$ cat src/rtl/jt900h_busarb_pkg.sv
// Shared JT900H bus-arbiter constants: state encoding, wait-counter width and
// parameter range checks used by the arbiter and the core-side wrappers.
package jt900h_busarb_pkg;

    localparam int CNT_W = 4;

    localparam logic [1:0] ST_CPU  = 2'd0;
    localparam logic [1:0] ST_HAND = 2'd1;
    localparam logic [1:0] ST_DMA  = 2'd2;
    localparam logic [1:0] ST_BACK = 2'd3;

    typedef struct packed {
        logic [23:0] addr;
        logic [15:0] dout;
        logic [1:0]  we;
    } bus_req_t;

    function automatic bit wait_ok(int w);
        return (w >= 0) && (w <= 15);
    endfunction

    function automatic bit burst_ok(int b);
        return (b >= 1) && (b <= 15);
    endfunction

endpackage

$ cat src/rtl/jt900h_waitcnt.sv
// Per-access wait-state counter: counts cen cycles up to WAIT, freezes while
// bus_wait is high and strobes done on the completing cen cycle.
module jt900h_waitcnt
    import jt900h_busarb_pkg::*;
#(
    parameter int WAIT = 0
) (
    input  logic clk,
    input  logic rst,
    input  logic cen,
    input  logic clr,
    input  logic bus_wait,
    output logic done
);

    localparam logic [CNT_W-1:0] WAIT_C = CNT_W'(WAIT);

    logic [CNT_W-1:0] cnt_q, cnt_d;
    logic             at_wait;

    always_comb begin
        at_wait = (cnt_q == WAIT_C);
        done    = cen & ~clr & at_wait & ~bus_wait;
        cnt_d   = cnt_q;
        if (cen) begin
            if (clr || done) begin
                cnt_d = '0;
            end else if (!at_wait) begin
                cnt_d = cnt_q + 1'b1;
            end
        end
    end

    always_ff @(posedge clk) begin
        if (rst) cnt_q <= '0;
        else     cnt_q <= cnt_d;
    end

endmodule

$ cat src/rtl/jt900h_busarb.sv
// External bus arbiter between the JT900H core (stalled through cpu_cen) and
// the micro-DMA engine (req/gnt/ack handshake with bounded bursts).
module jt900h_busarb
    import jt900h_busarb_pkg::*;
#(
    parameter int WAIT     = 0,
    parameter int MAXBURST = 4
) (
    input  logic        rst,
    input  logic        clk,
    input  logic        cen,
    output logic        cpu_cen,
    input  logic [23:0] cpu_addr,
    input  logic [15:0] cpu_dout,
    input  logic [1:0]  cpu_we,
    output logic [15:0] cpu_din,
    input  logic        dma_req,
    output logic        dma_gnt,
    output logic        dma_ack,
    input  logic [23:0] dma_addr,
    input  logic [15:0] dma_dout,
    input  logic [1:0]  dma_we,
    output logic [15:0] dma_din,
    output logic [23:0] bus_addr,
    output logic [15:0] bus_dout,
    output logic [1:0]  bus_we,
    input  logic [15:0] bus_din,
    input  logic        bus_wait
);

    if (!wait_ok(WAIT)) begin : g_bad_wait
        $error("jt900h_busarb: WAIT must be in 0..15");
    end
    if (!burst_ok(MAXBURST)) begin : g_bad_burst
        $error("jt900h_busarb: MAXBURST must be in 1..15");
    end

    localparam logic [CNT_W-1:0] BURST_C = CNT_W'(MAXBURST);

    logic [1:0]       st_q, st_d;
    logic [CNT_W-1:0] beats_q, beats_d;
    logic             fair_q, fair_d;
    logic             done, clr, in_dma, beat_live, hand_ok;
    bus_req_t         bus_sel;

    always_comb begin
        in_dma    = (st_q == ST_DMA);
        beat_live = in_dma & dma_req;
        // Turnaround cycles and a withdrawn DMA request keep the counter at 0,
        // so every new owner starts a fresh access.
        clr       = (st_q == ST_HAND) | (st_q == ST_BACK) | (in_dma & ~dma_req);
    end

    jt900h_waitcnt #(.WAIT(WAIT)) u_wcnt (
        .clk      (clk),
        .rst      (rst),
        .cen      (cen),
        .clr      (clr),
        .bus_wait (bus_wait),
        .done     (done)
    );

    always_comb begin
        st_d    = st_q;
        beats_d = beats_q;
        fair_d  = fair_q;
        // After BACK the core is owed an access; its completion pays it off.
        hand_ok = ~fair_q | done;
        if (cen) begin
            case (st_q)
                ST_CPU: begin
                    if (done) fair_d = 1'b0;
                    if (done && dma_req && hand_ok) st_d = ST_HAND;
                end
                ST_HAND: begin
                    st_d    = ST_DMA;
                    beats_d = '0;
                end
                ST_DMA: begin
                    if (!dma_req) begin
                        st_d = ST_BACK;
                    end else if (done) begin
                        beats_d = beats_q + 1'b1;
                        if (beats_q + 1'b1 == BURST_C) st_d = ST_BACK;
                    end
                end
                default: begin
                    st_d   = ST_CPU;
                    fair_d = 1'b1;
                end
            endcase
        end
    end

    always_ff @(posedge clk) begin
        if (rst) begin
            st_q    <= ST_CPU;
            beats_q <= '0;
            fair_q  <= 1'b0;
        end else begin
            st_q    <= st_d;
            beats_q <= beats_d;
            fair_q  <= fair_d;
        end
    end

    // While rst is high the outputs already look like the CPU-owned idle bus.
    always_comb begin
        bus_sel = '{addr: cpu_addr, dout: cpu_dout, we: cpu_we};
        if (rst) begin
            bus_sel.we = 2'b00;
        end else begin
            case (st_q)
                ST_DMA:  bus_sel = '{addr: dma_addr, dout: dma_dout,
                                     we: beat_live ? dma_we : 2'b00};
                ST_CPU:  ;
                default: bus_sel.we = 2'b00;
            endcase
        end
    end

    assign bus_addr = bus_sel.addr;
    assign bus_dout = bus_sel.dout;
    assign bus_we   = bus_sel.we;
    assign cpu_din  = bus_din;
    assign dma_din  = bus_din;
    assign cpu_cen  = ~rst & (st_q == ST_CPU) & done;
    assign dma_gnt  = ~rst & in_dma;
    assign dma_ack  = ~rst & beat_live & done;

endmodule

$ cat config.mk
export PLATFORM = sky130hd
export DESIGN_NAME = jt900h_busarb
export DESIGN_NICKNAME = d
export VERILOG_FILES = /design/src/rtl/jt900h_busarb_pkg.sv /design/src/rtl/jt900h_waitcnt.sv /design/src/rtl/jt900h_busarb.sv
export SDC_FILE = /design/constraint.sdc
export NUM_CORES = 1
export LEC_CHECK = 0
export ABC_AREA = 0
export BUFFER_PORTS_ARGS = -buffer_cell sky130_fd_sc_hd__buf_2
export CORE_ASPECT_RATIO = 0.7
export CORE_MARGIN = 3
export CORE_UTILIZATION = 35
export CTS_CLUSTER_SIZE = 24
export DETAILED_ROUTE_END_ITERATION = 12
export PLACE_DENSITY = 0.86
export SYNTH_ARGS = -nofsm -noshare
export SYNTH_HDL_FRONTEND = slang
export SYNTH_SLANG_ARGS = --single-unit
$ cat constraint.sdc
create_clock -name clk -period 5.5 [get_ports clk]
set_clock_uncertainty 0.05 [all_clocks]
set_input_delay 0.55 -clock clk [delete_from_list [all_inputs] [get_ports clk]]
set_output_delay 0.55 -clock clk [all_outputs]
set_load 0.01 [all_outputs]
# Word-level counts from Yosys, hierarchy flattened
# Cells that the tools add are included.
# op_classes
n_bitwise	19
n_reduce_logical	11
addsub	2
muxes	17
n_eq_ne	11
# op_table
op	n
$mux W40	2
$mux W4	4
$mux W2	6
$and A1 B1 Y1	10
$ne A2 B2 Y1 const B	5
$add A4 B1 Y4 const B	2
$pmux W4 S2	1
$reduce_and A4 Y1	2
$not A1 Y1	6
$pmux W2 S3	1
$eq A2 B2 Y1 const B	2
$eq A4 B3 Y1 const B	1
$logic_not A4 Y1	1
$pmux W2 S2	1
$ne A3 B2 Y1 const B	1
$ne A3 B3 Y1 const B	1
$or A1 B1 Y1	3
$reduce_and A3 Y1	1
$eq A2 B1 Y1 const B	1
$logic_and A1 B1 Y1	2
$logic_not A2 Y1	1
$pmux W1 S2	1
$reduce_and A2 Y1	1
$reduce_bool A2 Y1	1
3 further kinds	3
# totals
elab_cells	64
reg_bits	11
out_inout_bits	77

# Depth between registers and ports, before layout
# Gate-level depths: netlist of the first run.
# depth
ltp_word	11
depth_mapped	8
ltp_nobuf	7

# Cells and area by module
# A second synthesis of the first run with hierarchy kept.
# unflattened
cells_unflattened	165
hier_area_um2	1442.6
# by_module_without_submodules
mod	area_per_inst_um2	cells_per_inst	n_inst
jt900h_busarb	1206.2	138	1
jt900h_waitcnt	236.5	27	1

# Least setup slack after synthesis of the first run
# Ideal clock, no wire load.
# synth_timing
kind	reg-to-output
start	reg st_q[0]
end	out bus_addr[14]
required_ps	4900
path_slack_ps	3274
t_arrival_ps	1626
n_path_buf	3
path_stages_with_launch	8
cell_sequence	dfxtp_1 > inv_1 > ha_1 > buf_2 > nor2b_1 > clkbuf_1 > buf_2 > mux2_2
# synth_via
elab_chain_len	3
# synth_lines
element	line_no	text
start: declaration	jt900h_busarb.sv:40	logic [1:0] st_q, st_d;
start signal: assignment	jt900h_busarb.sv:101	st_q <= st_d;
$eq A2 B2 Y1	jt900h_busarb.sv:113	case (st_q)
$mux W40	jt900h_busarb.sv:113	
$mux W40	jt900h_busarb.sv:110	if (rst) begin
end: declaration	jt900h_busarb.sv:24	output logic [23:0] bus_addr,
# No other way between the ends.

# Worst setup path after layout of the first run
# layout_timing
start	reg st_q[0]
end	out bus_addr[8]
# Same word-level chain as after synthesis.

==> metrics.md, run 1 <==
| Metric | Value |
|---|---|
| Syn avg cell area | 8.94 µm² |
| Post-route cell area | 1960 µm² |
| Layout area overhead | 34.6% |
| Slew HR | 0.277 |
| Seq/Total Area, Yosys | 0.137 |
| Final setup violation count | 0 |
| Leading cell type in the layout, fill and taps excluded | buf_2 |
| Post-synth EDFFs | 0 |
| Largest family of logic cells by synthesized area | multiplexers |
| Final Hold Violating Endpoints | 0 |
| Antenna fix cells | 0 |
| Compound-Gate Fraction of Synth Area | 0.0927 |
| Setup CP Type | reg -> out |
| Outcome | finished clean |
| Most frequent cells in the layout | buf_2 (133), mux2_2 (41), nor2_1 (12) |
| Post_cts resized | 0 |
| WP data arrival | 2560 ps |
| Initial detailed-routing violation count | 56 |
| Clk sinks | 10 |
| Layout Nets | 375 |
| # fillers | 348 |
| GP Congestion | 0.832 |
| Largest net degree at the start of global routing | 43 |
| Buffers added on ports | 133 |
| Multi-input gate area | 973 µm² |
| Via/cell ratio | 4.73 |
| Root Buffer | clkbuf_8 |
| Die width | 83.1 µm |
| Yosys top cell by area | mux2_2 |
| Multiplexer area fraction after synthesis | 0.324 |
| WP buf/inv | 2 |
| Ports | 182 |
| CP Cell Sequence | inv_1, ha_1, nor2b_4, mux2_2, buf_2 |
| Die H | 60.0 µm |
| Layout cells sized above 1 | 0.712 |
| Primary FF master, synth | dfxtp_1 |
| DRC viols | 0 |
| Clk_lat worst skew | 230 ps |
| Post-CTS Hold Fix Bufs | 0 |
| First-pass DRT Iterations | 4 |
| Setup crit end kind | primary output |
| Post-CTS setup buffer count | 0 |
| Simple-gate share of the synthesized area | 0.154 |
| Required @ worst endpoint | 4900 ps |
| Post-DP Area | 1920 µm² |
| Xor/xnor cell area share of the yosys netlist | 0.0240 |
| Core Region | 3760 µm² |
| Storage element area | 200 µm² |
| Delay-heaviest family, CP | simple AND/OR/NAND/NOR gates |
| Setup crit start kind | register |
| PwrDens | 141 nW/µm² |
| GRT Total Usage | 0.175 |
| H-tree levels | 1 |
| CP max stage delay | 940 ps |
| Post-route ant nets | 0 |
| HP Class | reg -> reg |
| Min Tclk post-route | 3160 ps |
| Vias in the first global route | 1459 |
| FFs w/ async S/R, synth | 0 |
| Post-Syn Instances | 163 |
| CTS tree | built |
| Critical-path top delay cell | nor2b_4 |
| CP Max Fanout | 42 |
| Top cells by area, synth | mux2_2 (32%), buf_4 (16%), dfxtp_1 (14%) |
| Achievable Freq | 316 MHz |
| Initial Utilization | 0.388 |
| First-pass GRT wire length | 6.98 mm |
| Post-synthesis adder-cell area fraction | 0.0687 |
| Maxcap violations | 0 |
| Final period util | 0.575 |
| CTS Buf Count | 3 |
| Maximum root-to-sink buffer count | 2 |
| Dpl hpwl | 4.13 mm |
| Grt ovf | 0 |
| Total die area | 4990 µm² |
| Routed WL per cell | 15.5 µm |
| Synth Cell Area | 1460 µm² |
| Final Max Tran Viols | 0 |
| Leakage power | 0.000977 µW |
| RSZ-0062 raised after global routing | no |
| Yosys reg bits | 10 |
| VDD IR max | 0.0000748 V |
| Row cnt | 18 |
| Count of cell types in the netlist | 33 |
| Initial antenna violation count | 0 |
| Fin Setup TNS | 0 ps |
| Via count | 1467 |
| Final wirelength | 4.81 mm |
| Worst-margin pin slew | 1080 ps |
| CTS clk-pin slew, worst paths | 50 ps |
| Syn nets | 276 |
| Synth warn | 0 |
| Top cell type's share of synthesized area | 0.317 |
per-stage QoR:
stage,hold WS (ps),worst slack [ps],utilization,std cells,total power (µW)
after floorplan,431,3270,-,163,169
after global placement,453,2620,0.511,307,201
after detailed placement,476,2550,0.511,307,203
after CTS,481,2320,0.522,310,278
after global routing,519,2100,0.522,310,293
final,477,2340,0.522,310,276
final cells by class:
class                   instances  area share
well taps                      50      0.0319
inverters                       5     0.00957
flip-flops and latches         10       0.102
clock buffers                   3      0.0210
multi-input cells             109       0.496
repair buffers                133       0.339
Yosys cell counts, types with 2 or more instances:
library cell and instances:
a21oi_1 3, a311oi_1 2, a32oi_1 2, a41oi_1 2
buf_2 5, buf_4 32, clkbuf_1 2, dfxtp_1 10
ha_1 8, inv_1 5, mux2_2 41, nand2_1 6
nand2b_1 6, nand3_1 3, nand4_1 2, nor2_1 12
nor2b_1 2, nor3_1 2, nor3b_2 2, xor2_1 3
cells by family (layout without fill, tap and decap cells):
logic type | count (synthesis) | after routing
simple gates | 40 | 40
flops | 10 | 10
compound gates | 15 | 15
mux | 42 | 42
xor+xnor | 4 | 4
fa+ha+maj | 8 | 8
buf+inv | 44 | 141
power breakdown:
group	internal (µW)	switching (µW)	total [µW]
clock network	47.8	26.8	74.5
registers	75.6	2.74	78.4
logic	66.8	56.3	123
total	190	85.8	276
final timing paths:
path           start     endpoint  slack, ps  depth (start not counted)
min reg2reg  st_q[1]      st_q[1]        480                          2
max reg2reg  st_q[0]   beats_q[0]       3250                          5
min          st_q[1]      st_q[1]        480                          2
max          st_q[0]  bus_addr[8]       2340                          5
state kept, by name, indices dropped and copies added, names as in the netlist:
name and flops:
u_wcnt.cnt_q 4, beats_q 4, st_q 2
metal layers:
metal	up-vias	GRT usage	share of wire
met3	5	0.0799	0.11
met4	0	0.0490	0.010
li1	733	-	-
met5	-	0	0
met1	649	0.211	0.39
met2	80	0.285	0.48
worst register-to-register path, stage by stage (launching register included):
cell	delay (ps)
dfxtp_1	330
inv_1	100
ha_1	360
nor2b_4	940
and2_1	270
mux2_2	140
Note: power is estimated with default switching activity, not from simulation.
==> inputs of run 2 (changes only) <==
--- a/config.mk
+++ b/config.mk
@@ -9,10 +9,10 @@
 export BUFFER_PORTS_ARGS = -buffer_cell sky130_fd_sc_hd__buf_2
 export CORE_ASPECT_RATIO = 0.7
 export CORE_MARGIN = 3
-export CORE_UTILIZATION = 35
+export CORE_UTILIZATION = 30
 export CTS_CLUSTER_SIZE = 24
 export DETAILED_ROUTE_END_ITERATION = 12
-export PLACE_DENSITY = 0.86
+export PLACE_DENSITY = 0.79
 export SYNTH_ARGS = -nofsm -noshare
 export SYNTH_HDL_FRONTEND = slang
 export SYNTH_SLANG_ARGS = --single-unit
==> constraint.sdc (replaced) <==
create_clock -name clk -period 2.58 [get_ports clk]
set_clock_uncertainty 0.05 [all_clocks]
set_input_delay 0.258 -clock clk [delete_from_list [all_inputs] [get_ports clk]]
set_output_delay 0.258 -clock clk [all_outputs]
set_load 0.01 [all_outputs]
==> run 2 against run 1 <==
Wire length barely moved; global-route usage shrank 2.1 points; clock power rose by 110%; design area increased by 1.3%; register-to-register slack got worse by 2500 ps; via count up 2.0%; sequential power increased by 110%; die area grew 15%; critical path type unchanged; count of clock-buffer cells in the layout stayed put; first-iteration DRC count down 8.9%.
==> metrics.md, run 2 (synthesis gave the netlist of run 1 again) <==
| Metric | Value |
|---|---|
| Maxcap violations | 0 |
| First-pass GRT wire length | 7.01 mm |
| Fin Hold WS | 342 ps |
| Layout Nets | 376 |
| Clk_lat worst skew | 230 ps |
| RSZ-0062 raised after global routing | no |
| Buffers added on ports | 133 |
| Gr busiest metal | met2 |
| Via count | 1497 |
| Via/cell ratio | 4.74 |
| Placed cell count | 313 |
| Initial detailed-routing violation count | 51 |
| CTS Buf Count | 3 |
| Post_cts resized | 0 |
| Die width | 89.3 µm |
| HP Class | in -> reg |
| Required @ worst endpoint | 2270 ps |
| Outcome | finished clean |
| Die H | 64.3 µm |
| CTS clk-pin slew, worst paths | 50 ps |
| DRC viols | 0 |
| Regs by FF count | beats_q: 4 flops, u_wcnt.cnt_q: 4 flops, st_q: 2 flops |
| Core Region | 4500 µm² |
| GRT Total Usage | 0.154 |
| Final Util | 0.441 |
| Clk sinks | 10 |
| Worst-margin pin slew | 441 ps |
| Post-CTS Hold Fix Bufs | 0 |
| Initial Utilization | 0.324 |
| Antenna fix cells | 0 |
| PwrDens | 295 nW/µm² |
| Final period util | 0.908 |
| Most frequent cells in the layout | buf_2 (133), mux2_2 (41), nor2_1 (12) |
| Fin Setup TNS | 0 ps |
| Layout area overhead | 36.4% |
| Ports | 182 |
| PnR worst setup slack | 237 ps |
| Pre-CTS WS | 474 ps |
| Setup crit start kind | register |
| GP Congestion | 0.766 |
| Min Tclk post-route | 2340 ps |
| Reg2reg path depth | 7 |
| Post-CTS setup buffer count | 0 |
| Root Buffer | clkbuf_8 |
| Final setup violation count | 0 |
| First-pass DRT Iterations | 4 |
| Leading cell type in the layout, fill and taps excluded | buf_2 |
| Final wirelength | 4.81 mm |
| M1 GR Usage | 0.181 |
| Vias in the first global route | 1517 |
| Routed WL per cell | 15.2 µm |
| Grt ovf | 0 |
| Final Hold Violating Endpoints | 0 |
| Slew HR | 0.706 |
| H-tree levels | 1 |
| Final Max Tran Viols | 0 |
| Setup CP Type | reg -> out |
| VDD IR max | 0.000112 V |
| Post-route ant nets | 0 |
| GR Util met2 | 0.253 |
| WP data arrival | 2040 ps |
| Maximum root-to-sink buffer count | 2 |
| Leakage power | 0.000985 µW |
| Hold Path Stages | 2 |
| CP Max Fanout | 42 |
| Fin cells | 316 |
| Largest net degree at the start of global routing | 43 |
| Setup crit end kind | primary output |
| Row cnt | 20 |
| Initial antenna violation count | 0 |
| Achievable Freq | 427 MHz |
| CTS tree | built |
| Global routing usage on met3 | 0.0631 |
| Dpl hpwl | 4.18 mm |
| Total die area | 5740 µm² |
| Layout cells sized above 1 | 0.713 |
==> run 2: layout make-up <==
class	count	area (µm²)
inverter	5	18.8
timing repair buffer	134	686
tap	55	68.8
multi-input combinational	109	973
fill	456	2520
sequential	10	200
clock buffer	3	41.3
==> run 2: layer usage <==
metal  wire length, µm  share of wire  up-vias
met5                 0              0        -
met4               100          0.021        0
met3               475          0.099       12
met2              2300           0.48       76
met1              1930           0.40      670
li1                  -              -      739
==> run 2: final timing paths <==
path / start / slack [ps] / to
max: st_q[0] / 240 / bus_dout[7]
max reg2reg: st_q[1] / 710 / st_q[1]
min: rst / 340 / beats_q[2]
min reg2reg: st_q[1] / 470 / st_q[1]
==> run 2: stage by stage <==
step	cell area (µm²)	power, µW
after floorplan	1460	361
after CTS	1990	594
after global placement	1950	427
final	1990	587
after detailed placement	1950	434
after global routing	1990	627
==> run 2: worst max-delay path: stages, from the launching register on <==
cell and delay (ps):
dfxtp_1 330, inv_1 80, ha_1 370, nor2b_4 240
buf_12 230, mux2_2 390, buf_2 150
==> run 2: power breakdown <==
| part | switching (µW) | leakage [µW] | total (µW) | internal [µW] |
|---|---|---|---|---|
| Clock | 56.1 | 0.0000216 | 158 | 102 |
| Combinational | 119 | 0.000882 | 263 | 143 |
| Sequential | 5.86 | 0.0000809 | 167 | 161 |
